<file path="src/rtl/multiword_addsub_seq.sv">
// multiword_addsub_seq: byte-serial multi-precision adder/subtractor.
// One shared 8-bit CLA is stepped over W bytes, least-significant byte first.
// The inter-byte carry is held in a register. Latency is W+1 cycles.
// Optional feature: define MWAS_SAT_EN to saturate the result on signed overflow.
// Without it, the result wraps and sat is tied 0.

// claAddSub8: 8-bit carry-lookahead adder/subtractor with group generate/propagate.
module claAddSub8 (
   input  logic [7:0] x,
   input  logic [7:0] y,
   input  logic       cin,
   input  logic       sub,
   output logic [7:0] out,
   output logic       cout,
   output logic       v,
   output logic       g,
   output logic       p
);

   logic [7:0] yy;
   logic [7:0] gen_b;
   logic [7:0] prop_b;
   logic [8:0] c;

   // Operand conditioning and per-bit generate/propagate terms
   always_comb begin
      yy     = sub ? ~y : y;
      gen_b  = x & yy;
      prop_b = x ^ yy;
   end

   // Carry lookahead across the byte, plus group generate/propagate
   always_comb begin
      logic cc;
      logic gg;
      c  = '0;
      cc = cin;
      gg = 1'b0;
      for (int i = 0; i < 8; i++) begin
         c[i] = cc;
         cc   = gen_b[i] | (prop_b[i] & cc);
         gg   = gen_b[i] | (prop_b[i] & gg);
      end
      c[8] = cc;
      out  = prop_b ^ c[7:0];
      cout = c[8];
      v    = c[8] ^ c[7];
      g    = gg;
      p    = &prop_b;
   end

endmodule

// Top-level controller: operand latch, byte counter, carry register, and a three-process FSM.
module multiword_addsub_seq #(
   parameter int W = 4
) (
   input  logic           clk,
   input  logic           rst,
   input  logic           start,
   input  logic           sub,
   input  logic [W*8-1:0] a,
   input  logic [W*8-1:0] b,
   output logic           busy,
   output logic           done,
   output logic [W*8-1:0] result,
   output logic           cout,
   output logic           v,
   output logic           sat
);

   localparam int K_W = (W > 1) ? $clog2(W) : 1;
   localparam logic [K_W-1:0] K_LAST = K_W'(W - 1);

   typedef enum logic [1:0] {S_IDLE, S_RUN, S_DONE} state_t;

   state_t           state;
   state_t           state_nxt;
   logic [K_W-1:0]   k;
   logic             carry_q;
   logic             sub_q;
   logic             cout_q;
   logic             v_q;
   logic [W-1:0][7:0] a_q;
   logic [W-1:0][7:0] b_q;
   logic [W-1:0][7:0] result_q;

   logic [7:0] cla_x;
   logic [7:0] cla_y;
   logic [7:0] cla_out;
   logic       cla_cout;
   logic       cla_v;
   logic       cla_g_unused;
   logic       cla_p_unused;
   logic       accept;
   logic       last_byte;

`ifdef MWAS_SAT_EN
   logic sat_q;

   // Signed limit toward which an overflowed result is clamped, chosen by A's sign.
   function automatic logic [W*8-1:0] sat_limit(input logic a_msb);
      logic signed [W*8-1:0] lim;
      lim = a_msb ? {1'b1, {(W*8-1){1'b0}}} : {1'b0, {(W*8-1){1'b1}}};
      return lim;
   endfunction
`endif

   assign accept    = (state == S_IDLE) && start;
   assign last_byte = (k == K_LAST);

   // Byte-select mux feeding the shared CLA; subtraction is a + ~b + 1
   always_comb begin
      cla_x = a_q[k];
      cla_y = sub_q ? ~b_q[k] : b_q[k];
   end

   claAddSub8 u_cla (
      .x    (cla_x),
      .y    (cla_y),
      .cin  (carry_q),
      .sub  (1'b0),
      .out  (cla_out),
      .cout (cla_cout),
      .v    (cla_v),
      .g    (cla_g_unused),
      .p    (cla_p_unused)
   );

   // State register
   always_ff @(posedge clk) begin
      if (rst) state <= S_IDLE;
      else     state <= state_nxt;
   end

   // Next-state logic
   always_comb begin
      state_nxt = state;
      case (state)
         S_IDLE:  if (start) state_nxt = S_RUN;
         S_RUN:   if (last_byte) state_nxt = S_DONE;
         S_DONE:  state_nxt = S_IDLE;
         default: state_nxt = S_IDLE;
      endcase
   end

   // Output decode from state only, so there is no path from start/a/b to outputs
   always_comb begin
      busy = (state != S_IDLE);
      done = (state == S_DONE);
   end

   // Operand latch on an accepted start; only read during RUN, so it needs no reset
   always_ff @(posedge clk) begin
      if (accept) begin
         a_q   <= a;
         b_q   <= b;
         sub_q <= sub;
      end
   end

   // Byte counter, carry chain, result bytes and final flags
   always_ff @(posedge clk) begin
      if (rst) begin
         k        <= '0;
         carry_q  <= 1'b0;
         result_q <= '0;
         cout_q   <= 1'b0;
         v_q      <= 1'b0;
`ifdef MWAS_SAT_EN
         sat_q    <= 1'b0;
`endif
      end else if (accept) begin
         k       <= '0;
         carry_q <= sub;
`ifdef MWAS_SAT_EN
         sat_q   <= 1'b0;
`endif
      end else if (state == S_RUN) begin
         result_q[k] <= cla_out;
         carry_q     <= cla_cout;
         k           <= last_byte ? '0 : k + 1'b1;
         if (last_byte) begin
            cout_q <= cla_cout;
            v_q    <= cla_v;
`ifdef MWAS_SAT_EN
            if (cla_v) begin
               result_q <= sat_limit(a_q[W-1][7]);
               sat_q    <= 1'b1;
            end
`endif
         end
      end
   end

   assign result = result_q;
   assign cout   = cout_q;
   assign v      = v_q;
`ifdef MWAS_SAT_EN
   assign sat    = sat_q;
`else
   assign sat    = 1'b0;
`endif

endmodule
</file>
<file path="config.mk">
export PLATFORM = sky130hd
export DESIGN_NAME = multiword_addsub_seq
export DESIGN_NICKNAME = d
export VERILOG_FILES = /design/src/rtl/multiword_addsub_seq.sv
export SDC_FILE = /design/constraint.sdc
export NUM_CORES = 1
export LEC_CHECK = 0
export CELL_PAD_IN_SITES_DETAIL_PLACEMENT = 0
export CELL_PAD_IN_SITES_GLOBAL_PLACEMENT = 1
export CORE_UTILIZATION = 36
export DETAILED_ROUTE_END_ITERATION = 8
export HOLD_SLACK_MARGIN = 0.08
export PLACE_DENSITY_LB_ADDON = 0.1
export SLEW_MARGIN = 20
export SYNTH_ARGS = -nofsm -noshare
export SYNTH_HDL_FRONTEND = slang
export SYNTH_SLANG_ARGS = --single-unit
</file>
<file path="constraint.sdc">
create_clock -name clk -period 4.4 [get_ports clk]
set_input_delay 0.88 -clock clk [delete_from_list [all_inputs] [get_ports clk]]
set_output_delay 0.88 -clock clk [all_outputs]
set_load 0.1 [all_outputs]
</file>
## Word-level counts from Yosys, hierarchy flattened

Cells that the tools add are included.
W data, S select, Z words.

- Bits in registers: 104
- Bits of input ports: 68
- Output and inout bits: 37
- Word-level logic and storage cells: 71

- $add $sub $neg: 1
- $lt $le $gt $ge: 2
- Equality and inequality tests: 5
- Mux-type cells: 14
- Bitwise logic cells: 22
- Reduce and logical (&&, ||, !) cells: 9

Operators with widths:

| cell | count |
|---|---|
| $bmux W8 S2 | 2 |
| $bwmux W32 | 1 |
| $mux W8 | 4 |
| $demux W8 S2 | 1 |
| $xor A8 B8 Y8 | 2 |
| $and A1 B1 Y1 | 8 |
| $and A8 B8 Y8 | 1 |
| $not A8 Y8 | 1 |
| $or A1 B1 Y1 | 8 |
| $mux W2 | 3 |
| $eq A2 B2 Y1 const B | 2 |
| $ne A2 B2 Y1 const B | 2 |
| $pmux W2 S2 | 1 |
| $reduce_and A2 Y1 | 2 |
| $reduce_bool A2 Y1 | 2 |
| $lt A2 B3 Y1 const B | 1 |
| $reduce_and A3 Y1 | 1 |
| $add A2 B1 Y2 const B | 1 |
| $eq A2 B1 Y1 const B | 1 |
| $ge A2 B1 Y1 const B | 1 |
| $logic_and A1 B1 Y1 | 2 |
| $logic_not A2 Y1 | 1 |
| $mux W1 | 2 |
| $reduce_or A2 Y1 | 1 |
| 2 further kinds | 2 |

## Logic depth before layout (Yosys ltp)

Gate-level depths: netlist of run 1.

- Depth in word-level cells: 23
- Mapped depth: 16
- Mapped depth without buffers: 15

## Hierarchy

A second synthesis of run 1 with hierarchy kept.

- Cells, all modules: 298
- Area total of the unflattened synthesis: 4406.7 sq um

Modules (own cells, without submodules):

| module | instances | cells each | area an instance (sq um) | sequential area each (sq um) |
|---|---|---|---|---|
| multiword_addsub_seq | 1 | 240 | 3916.3 | 2732.6 |
| claAddSub8 | 1 | 58 | 490.5 | 0.0 |

## Worst setup path before layout of run 1

Ideal clock, no wire load.

- Path kind: reg-to-reg
- Start point: register k[0]
- End point: register carry_q
- Setup time: 100 ps
- Arrival time: 4234 ps
- Data required time: 4300 ps
- Slack: 66 ps
- Cell stages (with the launch flop): 16
- Path buffers: 1
- Period minus slack after synthesis: 4334 ps
- Cells stage by stage: dfxtp_1 > buf_6 > mux4_2 > xor2_1 > fa_1 > fa_1 > inv_1 > fa_1 > fa_1 > fa_1 > fa_1 > fa_1 > inv_1 > fa_1 > a31oi_1 > a221oi_1

- Cells in the longest elaborated chain, start to end: 23
- Elaborated cells between the ends (all ways): 26
- Those cells by class: mux: 7; bitwise: 19

RTL lines:

| what | RTL line | RTL |
|---|---|---|
| from (decl) | 79 | `logic [K_W-1:0] k;` |
| from (signal assigned) | 182 | `k <= last_byte ? '0 : k + 1'b1;` |
| $bmux W8 S2 | 115 | `cla_y = sub_q ? ~b_q[k] : b_q[k];` |
| $mux W8 (not written as such) | 115 |  |
| $not A8 Y8 | 115 |  |
| $mux W8 | 115 |  |
| $xor A8 B8 Y8 | 29 | `prop_b = x ^ yy;` |
| $and A1 B1 Y1 | 41 | `cc = gen_b[i] \| (prop_b[i] & cc);` |
| $or A1 B1 Y1 | 41 |  |
| $and A1 B1 Y1 | 41 |  |
| [8 not listed] | - |  |
| $or A1 B1 Y1 | 41 |  |
| $and A1 B1 Y1 | 41 |  |
| $or A1 B1 Y1 | 41 |  |
| $and A1 B1 Y1 | 41 |  |
| $or A1 B1 Y1 (*) | 41 |  |
| via cla_cout | 91 | `logic cla_cout;` |
| $mux W1 (*) | 179 | `end else if (state == S_RUN) begin` |
| $mux W1 (*) | 173 | `end else if (accept) begin` |
| to (signal assigned) | 175 | `carry_q <= sub;` |
| to (signal assigned) | 181 | `carry_q <= cla_cout;` |
| to (decl) | 80 | `logic carry_q;` |

Mark *: on every way through the listed nets, which the timed path passes. The rest lies on a longest branch. The select of a mux whose other input is x is not followed.
A chain may end at the register's enable or synchronous reset.

## Worst setup path in the final report of run 1

- Start point: register k[0]
- End point: register result_q (netlist bit result[23])

- Cells in the longest elaborated chain, start to end: 21
- Elaborated cells between the ends (all ways): 29
- Those cells by class: order compare: 2; mux: 8; bitwise: 18; reduce/logical: 1

RTL lines:

| what | RTL line | RTL |
|---|---|---|
| $bmux W8 S2 | 115 |  |
| $mux W8 (not written as such) | 115 |  |
| $not A8 Y8 | 115 |  |
| $mux W8 | 115 |  |
| $xor A8 B8 Y8 | 29 |  |
| $and A1 B1 Y1 | 41 |  |
| $or A1 B1 Y1 | 41 |  |
| $and A1 B1 Y1 | 41 |  |
| [6 not listed] | - |  |
| $or A1 B1 Y1 | 41 |  |
| $and A1 B1 Y1 | 41 |  |
| $or A1 B1 Y1 | 41 |  |
| $and A1 B1 Y1 | 41 |  |
| $or A1 B1 Y1 | 41 |  |
| $xor A8 B8 Y8 (*) | 45 | `out = prop_b ^ c[7:0];` |
| via cla_out[7] | 90 | `logic [7:0] cla_out;` |
| $bwmux W32 (*) | 180 | `result_q[k] <= cla_out;` |
| to (signal, indexed assignment) | 180 |  |
| to (decl) | 86 | `logic [W-1:0][7:0] result_q;` |

Marked as above.

==> results.json, run 1 <==
{
  "status": "complete, no violations",
  "maxSlewViolCount": 0,
  "relSlewSlack_pct": 34.7,
  "yosys_warnings": 0,
  "synth-edff-count": 65,
  "cts_sinks": 104,
  "first_pass_iters": 4,
  "rows": 39,
  "leakage_nw": 1.89,
  "syn_area_um2": 4210,
  "die_width_um": 110,
  "combPwrFrac_pct": 19.0,
  "fin_crit_sh_pct": 94.6,
  "swShare_pct": 26.6,
  "post-route-util_pct": 49.3,
  "synthMuxAreaShare_pct": 10.9,
  "cts-root-buf": "clkbuf_16",
  "cp_max_fo": 4,
  "fillers": 1016,
  "mostFrequentLayoutCells": "103 x clkdlybuf4s50_1, 65 x edfxtp_1, 38 x dfxtp_1, 22 x nor2_1, 16 x mux4_2",
  "synth_ff_type": "edfxtp_1",
  "synth-xor-area-share_pct": 1.87,
  "drc": 0,
  "cp.required_ps": 4620,
  "internal_power_mw": 1.71,
  "postRouteAntennaNets": 0,
  "whs_ps": 471,
  "synth_top_family_by_area": "multiplexers",
  "power_mw": 2.34,
  "ys_ff_latch": 104,
  "diodes": 0,
  "routed_wl_mm": 8.14,
  "dr.first_iter.drc_count": 97,
  "die_h_um": 110,
  "switchingPower_uw": 622,
  "clockPowerShare_pct": 33.3,
  "powerDensity_nw_per_um2": 415,
  "ys_types": 33,
  "critical_path_class": "reg2reg",
  "htreeDepth": 3,
  "dpl.hpwl_mm": 5.84,
  "critPathArrivalTime_ps": 4380,
  "clockBufferDepth": 2,
  "num_vias": 2395,
  "grt_setup_unrepaired": "no",
  "fmax_ghz": 0.240,
  "clock_skew_ps": 5.97,
  "wire_per_inst_um": 15.7,
  "cts_buffers": 9,
  "placed_area_um2": 5320,
  "synthAdderAreaFrac_pct": 4.99,
  "post_drt_via_cell_ratio": 4.62,
  "syn_inst": 268,
  "clock_latency_ps": 340,
  "finalCriticalPeriod_ps": 4160,
  "antenna_found_initial": 0,
  "area_growth_pct": 33.7,
  "post_synth_and_or_nand_nor_area_fraction_pct": 6.39,
  "clk_pin_slew_ps": 70,
  "drive_above_1_share_pct": 16.8,
  "grt_pass1_vias": 2436,
  "worst_setup_path_start_kind": "register",
  "async_reset_ff_share_pct": 0,
  "core_um2": 11400,
  "postLayoutCellArea_um2": 5630,
  "gp_congestion": 0.688,
  "synth_area_per_cell_um2": 15.7,
  "postCtsSetupBuffers": 0,
  "grt_remaining_overflow": 0,
  "dieArea_um2": 12100,
  "seqPwrFrac_pct": 47.7,
  "ys_seq_area_share_pct": 64.9,
  "final_hold_viol_count": 0,
  "cp-end-kind": "register",
  "synth-compound-area-share_pct": 5.61,
  "port_buffers": 103,
  "track_usage_pct": 14.8,
  "grt_first_pass_wirelength_mm": 13.0,
  "worstMarginPinSlew_ps": 976,
  "drv_cap": 0,
  "grt_max_degree": 68,
  "setup_viol": 0,
  "cts_tree": "yes",
  "syn_nets": 348,
  "ioPinCount": 105,
  "peakVddDrop_mv": 0.184,
  "hold_path.class": "reg2reg",
  "nets": 451,
  "final_common_cell": "clkdlybuf4s50_1",
  "start_util_pct": 36.9
}
-- power by group through the flow --
stage	clock, mW	combinational (mW)	sequential (mW)
after global routing	0.836	0.479	1.12
after global placement	0	0.436	1.14
after detailed placement	0	0.442	1.14
after CTS	0.800	0.446	1.12
final	0.778	0.443	1.12
after floorplan	0	0.198	1.23
-- timing repair --
item	in CTS	in global routing
gates cloned	0	0
pin swaps	0	0
setup endpoints to repair	3	6
gates resized for setup	2	6
hold buffers	0	0
-- worst max-delay path, stage by stage, from the launching register on --
cell and delay, ps:
dfxtp_2 340, mux4_2 520, xor2_2 160, fa_2 210, fa_1 180, inv_1 60
fa_2 340, fa_2 340, fa_1 380, fa_2 370, fa_2 360, inv_1 90
fa_2 470, mux2i_1 160, nor2_1 60
-- routing by layer --
| metal | global-route usage (%) | wire length (um) | up-vias |
|---|---|---|---|
| met5 | 0 | 0 | - |
| met4 | 5.92 | 122 | 0 |
| met3 | 3.76 | 419 | 11 |
| met2 | 21.8 | 3540 | 78 |
| met1 | 20.9 | 4060 | 1134 |
| li1 | - | - | 1172 |
-- state kept, by name, indices dropped and copies added, names as in the netlist --
register / count
k: 2
sub_q: 1
b_q: 32
cout: 1
result: 32
a_q: 32
v: 1
state: 2
carry_q: 1
-- kinds of logic (layout without fill, tap and decap cells) --
family          Yosys count  in the layout
flops                   104            104
mux                      26             26
buf+inv                  32            139
other cells               1              1
xor+xnor                  9              9
compound gates           30             30
fa+ha+maj                12             12
simple gates             54             54
-- cell usage after synthesis (2+ instances only) --
cell	n	share of area [%]
ha_1	4	1.2
and3b_1	4	0.83
xnor2_1	6	1.2
fa_1	8	3.8
clkbuf_1	3	0.27
mux4_2	16	8.6
buf_4	3	0.53
xor2_1	3	0.62
nor2_1	22	2.0
a211oi_2	5	1.5
mux2i_1	10	2.4
inv_1	12	1.1
a211oi_1	15	2.7
a21oi_1	6	0.71
buf_12	2	0.95
nor2_2	10	1.5
edfxtp_1	65	46
dfxtp_1	39	19
nand2_1	12	1.1
buf_2	4	0.48
buf_6	7	1.9
-- final timing paths --
path / from / end / slack (ps) / cells after the start
hold / removal: result[25] / result[25] / 470 / 2
setup / recovery: k[0] / result[23] / 240 / 14
setup reg to reg: k[0] / result[23] / 240 / 14
hold reg to reg: result[25] / result[25] / 470 / 2
-- cell type report --
type | instances | area, um2 | share of cell area [%]
clock inverter | 5 | 57.6 | 1.02
tap | 143 | 179 | 3.18
timing repair buffer | 112 | 1100 | 19.5
clock buffer | 10 | 229 | 4.07
multi-input combinational | 132 | 1290 | 22.9
sequential | 104 | 2730 | 48.6
inverter | 12 | 45.0 | 0.800
-- per-stage QoR --
| step | worst slack [ps] | setup TNS [ps] | instances |
|---|---|---|---|
| after floorplan | 66.1 | 0 | 268 |
| after global placement | 85.1 | 0 | 503 |
| after detailed placement | -9.62 | -28.0 | 503 |
| after CTS | 17.7 | 0 | 518 |
| after global routing | 32.1 | 0 | 518 |
| final | 236 | 0 | 518 |
Note: power is estimated with default switching activity, not from simulation.
==> run 2, diff against run 1 <==
CORE_MARGIN = 3   (was not set)
SYNTH_HIERARCHICAL = 1   (was not set)
==> run 2 against run 1 <==
The run now ends with setup timing left; global-route usage decreased by 1.7 points; wire length increased by 0.81%; fmax decreased by 6.1%; sequential power about the same; synthesized cell count increased by 3.7%.
==> results.json, run 2 <==
{
  "ioPinCount": 105,
  "critical_path_class": "reg2reg",
  "cp.required_ps": 4610,
  "num_vias": 2447,
  "clk_pin_slew_ps": 70,
  "clockPowerShare_pct": 34.2,
  "wire_per_inst_um": 15.4,
  "dpl.hpwl_mm": 6.01,
  "reg2regPathDepth": 15,
  "violations": "setup timing",
  "hold_depth": 2,
  "fin_crit_sh_pct": 101,
  "worstMarginPinSlew_ps": 983,
  "switchingPower_uw": 682,
  "peakVddDrop_mv": 0.222,
  "port_buffers": 103,
  "hold_end": "result[20]",
  "cp-end-kind": "register",
  "grt_pass1_vias": 2536,
  "syn_inst": 278,
  "r2r-end": "result[15]",
  "finalCriticalPeriod_ps": 4430,
  "die_h_um": 114,
  "clock_latency_ps": 340,
  "track_usage_pct": 13.1,
  "cts_buffers": 9,
  "grt_max_degree": 40,
  "cp_max_fo": 4,
  "clockBufferDepth": 2,
  "syn_area_um2": 4240,
  "cts-root-buf": "clkbuf_16",
  "postRouteAntennaNets": 0,
  "cts_hold_buf": 0,
  "fin_ws_ps": -33.9,
  "rows": 38,
  "area_growth_pct": 36.7,
  "swShare_pct": 27.3,
  "final_common_cell": "clkdlybuf4s50_1",
  "postCtsSetupBuffers": 0,
  "setup_viol": 4,
  "internal_power_mw": 1.82,
  "post-place-ws_ps": -33.7,
  "relSlewSlack_pct": 34.3,
  "fmax_ghz": 0.226,
  "place_inst": 516,
  "htreeDepth": 3,
  "whs_ps": 495,
  "seqPwrFrac_pct": 44.7,
  "dieArea_um2": 13100,
  "post_drt_via_cell_ratio": 4.60,
  "post-route-util_pct": 51.9,
  "dr.first_iter.drc_count": 61,
  "start_util_pct": 37.9,
  "die_width_um": 114,
  "grt_setup_unrepaired": "yes",
  "status": "finished with violations",
  "synth_area_per_cell_um2": 15.2,
  "mostFrequentLayoutCells": "103 x clkdlybuf4s50_1, 65 x edfxtp_1, 39 x nor2_1, 38 x dfxtp_1, 35 x mux2i_1",
  "ff2ff_setup_slack_ps": -30,
  "routed_wl_mm": 8.21,
  "placed_area_um2": 5450,
  "diodes": 0,
  "final_hold_viol_count": 0,
  "drc": 0,
  "worst_setup_path_start_kind": "register",
  "leakage_nw": 2.31,
  "core_um2": 11200,
  "nets": 467,
  "clock_skew_ps": 6.21,
  "first_pass_iters": 4,
  "drv_cap": 0,
  "min-delay-start": "result[20]",
  "postLayoutCellArea_um2": 5790,
  "combPwrFrac_pct": 21.2,
  "power_mw": 2.50,
  "gp_congestion": 0.673,
  "setup_tns_ps": -120,
  "r2r-start": "k[0]",
  "drive_above_1_share_pct": 13.8,
  "layoutNonFillerInstCount": 532,
  "yosys_warnings": 6,
  "cts_sinks": 104,
  "powerDensity_nw_per_um2": 432,
  "cts_tree": "yes",
  "grt_first_pass_wirelength_mm": 13.1,
  "critPathArrivalTime_ps": 4650,
  "hold_path.class": "reg2reg",
  "antenna_found_initial": 0,
  "grt_remaining_overflow": 0,
  "maxSlewViolCount": 0
}
-- run 2: worst max-delay path, stage by stage, from the launching register on --
cell	delay (ps)
dfxtp_2	350
mux4_2	510
xor2_1	170
xor2_1	210
fa_2	230
inv_2	40
fa_2	330
fa_2	350
fa_2	350
fa_2	350
fa_2	350
fa_2	360
inv_2	70
fa_2	450
mux2i_1	140
nor2_1	60
-- run 2: how the worst max path moves through the flow --
stage / from / endpoint / slack [ps] / depth (start not counted)
after CTS: b_q[24] / result[23] / -40 / 15
after global routing: b_q[24] / result[23] / -260 / 15
after global placement: k[0] / result[23] / 20 / 15
after floorplan: k[0] / result[15] / -20 / 16
after detailed placement: k[0] / result[15] / -30 / 15
final: k[0] / result[15] / -30 / 15
-- run 2: final cells by class --
cell class	instances	area (um2)
flip-flops and latches	104	2730
well taps	140	175
repair buffers	113	1110
clock inverters	3	45.0
inverters	25	93.8
multi-input cells	134	1350
clock buffers	13	283
fillers	967	5380
-- run 2: routing by layer --
metal / GRT usage (%) / vias up / share of wire [%]
met2: 22.1 / 75 / 50
met1: 16.2 / 1174 / 42
met4: 4.28 / 0 / 1.2
met3: 3.81 / 10 / 6.2
met5: 0 / - / 0
li1: - / 1188 / -
-- run 2: repair_timing --
item / CTS / global route
endpoints found under the setup margin: 4 / 7
pin swaps: 0 / 5
hold endpoints to repair: 0 / 0
gates resized for setup: 1 / 3
-- run 2: power by group through the flow --
stage | Combinational, mW | Clock [mW] | Sequential [mW]
4_1_cts | 0.532 | 0.885 | 1.12
5_1_grt | 0.576 | 0.920 | 1.12
2_1_floorplan | 0.227 | 0 | 1.26
6_report | 0.530 | 0.854 | 1.12
3_3_place_gp | 0.525 | 0 | 1.14
3_5_place_dp | 0.530 | 0 | 1.14
==> run 3, diff against run 2 <==
PLACE_DENSITY = 0.86   (was not set)
PLACE_DENSITY_LB_ADDON = not set   (was 0.1)
TNS_END_PERCENT = 50   (was not set)
==> run 3 against run 2 <==
Clock-buffer cell count down 1; worst setup slack got worse by 36 ps; fmax down 0.80%; flip-flop and latch count is the same; critical path type unchanged; sequential share of layout area rose by 0.49 points; the flow still finishes with violations (setup timing); core utilization decreased by 0.54 points.
==> results.json, run 3 (synthesis results as in run 2) <==
{
  "fin_ws_ps": -69.7,
  "r2r-end": "result[23]",
  "ff2ff_setup_slack_ps": -70,
  "die_width_um": 114,
  "crit_top_cell": "fa_2",
  "clock_skew_ps": 8.75,
  "worst-path-buf-inv": 2,
  "grt_pass1_vias": 2623,
  "cp_max_fo": 4,
  "crit_path_start": "b_q[0]",
  "postLayoutCellArea_um2": 5730,
  "wire_per_inst_um": 15.7,
  "core_um2": 11200,
  "routed_wl_mm": 8.28,
  "drv_cap": 0,
  "layoutNonFillerInstCount": 529,
  "clockBufferDepth": 2,
  "slowest_delay_ps": 470,
  "track_usage_pct": 13.2,
  "grt_setup_unrepaired": "yes",
  "rows": 38,
  "cts_tree": "yes",
  "crit_slowest_cell": "mux4_2",
  "path_delay_family": "adder cells",
  "powerDensity_nw_per_um2": 413,
  "diodes": 0,
  "drc": 0,
  "dr.first_iter.drc_count": 135,
  "peakVddDrop_mv": 0.218,
  "worst_setup_path_start_kind": "register",
  "r2r-start": "b_q[0]",
  "port_buffers": 103,
  "start_util_pct": 37.9,
  "cp.required_ps": 4610,
  "status": "finished with violations",
  "setup_tns_ps": -264,
  "worstMarginPinSlew_ps": 1010,
  "leakage_nw": 2.27,
  "grt_first_pass_wirelength_mm": 13.3,
  "area_growth_pct": 35.3,
  "placed_area_um2": 5460,
  "final_hold_viol_count": 0,
  "dieArea_um2": 13100,
  "num_vias": 2456,
  "finalCriticalPeriod_ps": 4470,
  "post_drt_via_cell_ratio": 4.64,
  "gp_congestion": 0.716,
  "cp_cell_sequence": "mux4_2, xor2_1, xor2_1, fa_2, inv_2, fa_2, fa_2, fa_2, fa_2, fa_2, fa_2, inv_2, fa_2, mux2i_1, nor2_1",
  "drive_above_1_share_pct": 12.9,
  "grt_max_degree": 66,
  "violations": "setup timing",
  "clk_pin_slew_ps": 70,
  "dpl.hpwl_mm": 6.04,
  "maxSlewViolCount": 0,
  "postRouteAntennaNets": 0,
  "critical_path_class": "reg2reg",
  "post-place-ws_ps": -54.3,
  "crit_path_end": "result[23]",
  "ioPinCount": 105,
  "first_pass_iters": 5,
  "fmax_ghz": 0.224,
  "clock_latency_ps": 340,
  "place_inst": 513,
  "nets": 464,
  "relSlewSlack_pct": 32.5,
  "reg2regPathDepth": 15,
  "cts_buffers": 9,
  "cts_sinks": 104,
  "post-route-util_pct": 51.3,
  "die_h_um": 114,
  "fin_crit_sh_pct": 102,
  "mostFrequentLayoutCells": "103 x clkdlybuf4s50_1, 65 x edfxtp_1, 39 x nor2_1, 38 x dfxtp_1, 35 x mux2i_1",
  "grt_remaining_overflow": 0,
  "hold_path.class": "reg2reg",
  "antenna_found_initial": 0,
  "setup_viol": 5,
  "cts-root-buf": "clkbuf_16",
  "cp-end-kind": "register",
  "final_common_cell": "clkdlybuf4s50_1",
  "htreeDepth": 3,
  "critPathArrivalTime_ps": 4680,
  "crit_cells": 15
}
==> run 3: final cells by class <==
type | count | area [um2]
tap | 140 | 175
clock buffer | 12 | 246
timing repair buffer | 110 | 1110
sequential | 104 | 2730
clock inverter | 4 | 30.0
fill | 931 | 5440
inverter | 25 | 93.8
multi-input combinational | 134 | 1350
==> run 3: repair_timing <==
| item | CTS | global route |
|---|---|---|
| resized for setup | 1 | 1 |
| pin swaps | 1 | 1 |
| setup endpoints to repair | 5 | 6 |
| setup buffers | 0 | 0 |
| hold buffers | 0 | 0 |
==> run 3: per-layer routing <==
layer	vias to the layer above	wire [um]	global-route usage, %
met5	-	0	0
met4	0	76	3.09
met3	8	618	4.39
met2	88	4030	21.7
met1	1178	3560	16.9
li1	1182	-	-
==> run 3: how the worst min path moves through the flow <==
stage / from / to / slack, ps / cells after the start
after global routing: result[20] / result[20] / 530 / 2
after global placement: result[8] / result[8] / 480 / 2
after detailed placement: result[8] / result[8] / 480 / 2
after CTS: result[8] / result[8] / 500 / 2
after floorplan: carry_q / carry_q / 470 / 2
final: result[8] / result[8] / 500 / 2
==> run 3: power breakdown <==
part | switching (mW) | internal, mW
combinational | 0.312 | 0.202
sequential | 0.0215 | 1.10
clock | 0.334 | 0.402
total | 0.668 | 1.70
==> run 3: worst register-to-register path, delay by kind of cell (launching register included) <==
kind | cells | cell delay [ps]
xor gates and xnor gates | 2 | 390
adders and majority gates | 8 | 2780
buffers and inverters | 2 | 110
DFF | 1 | 380
muxes | 2 | 620
and+or+nand+nor | 1 | 70
==> run 3: metrics by stage <==
step	total power, mW	hold slack [ps]
after floorplan	1.49	473
after global placement	1.65	477
after detailed placement	1.66	484
after CTS	2.40	500
after global routing	2.49	533
final	2.37	498
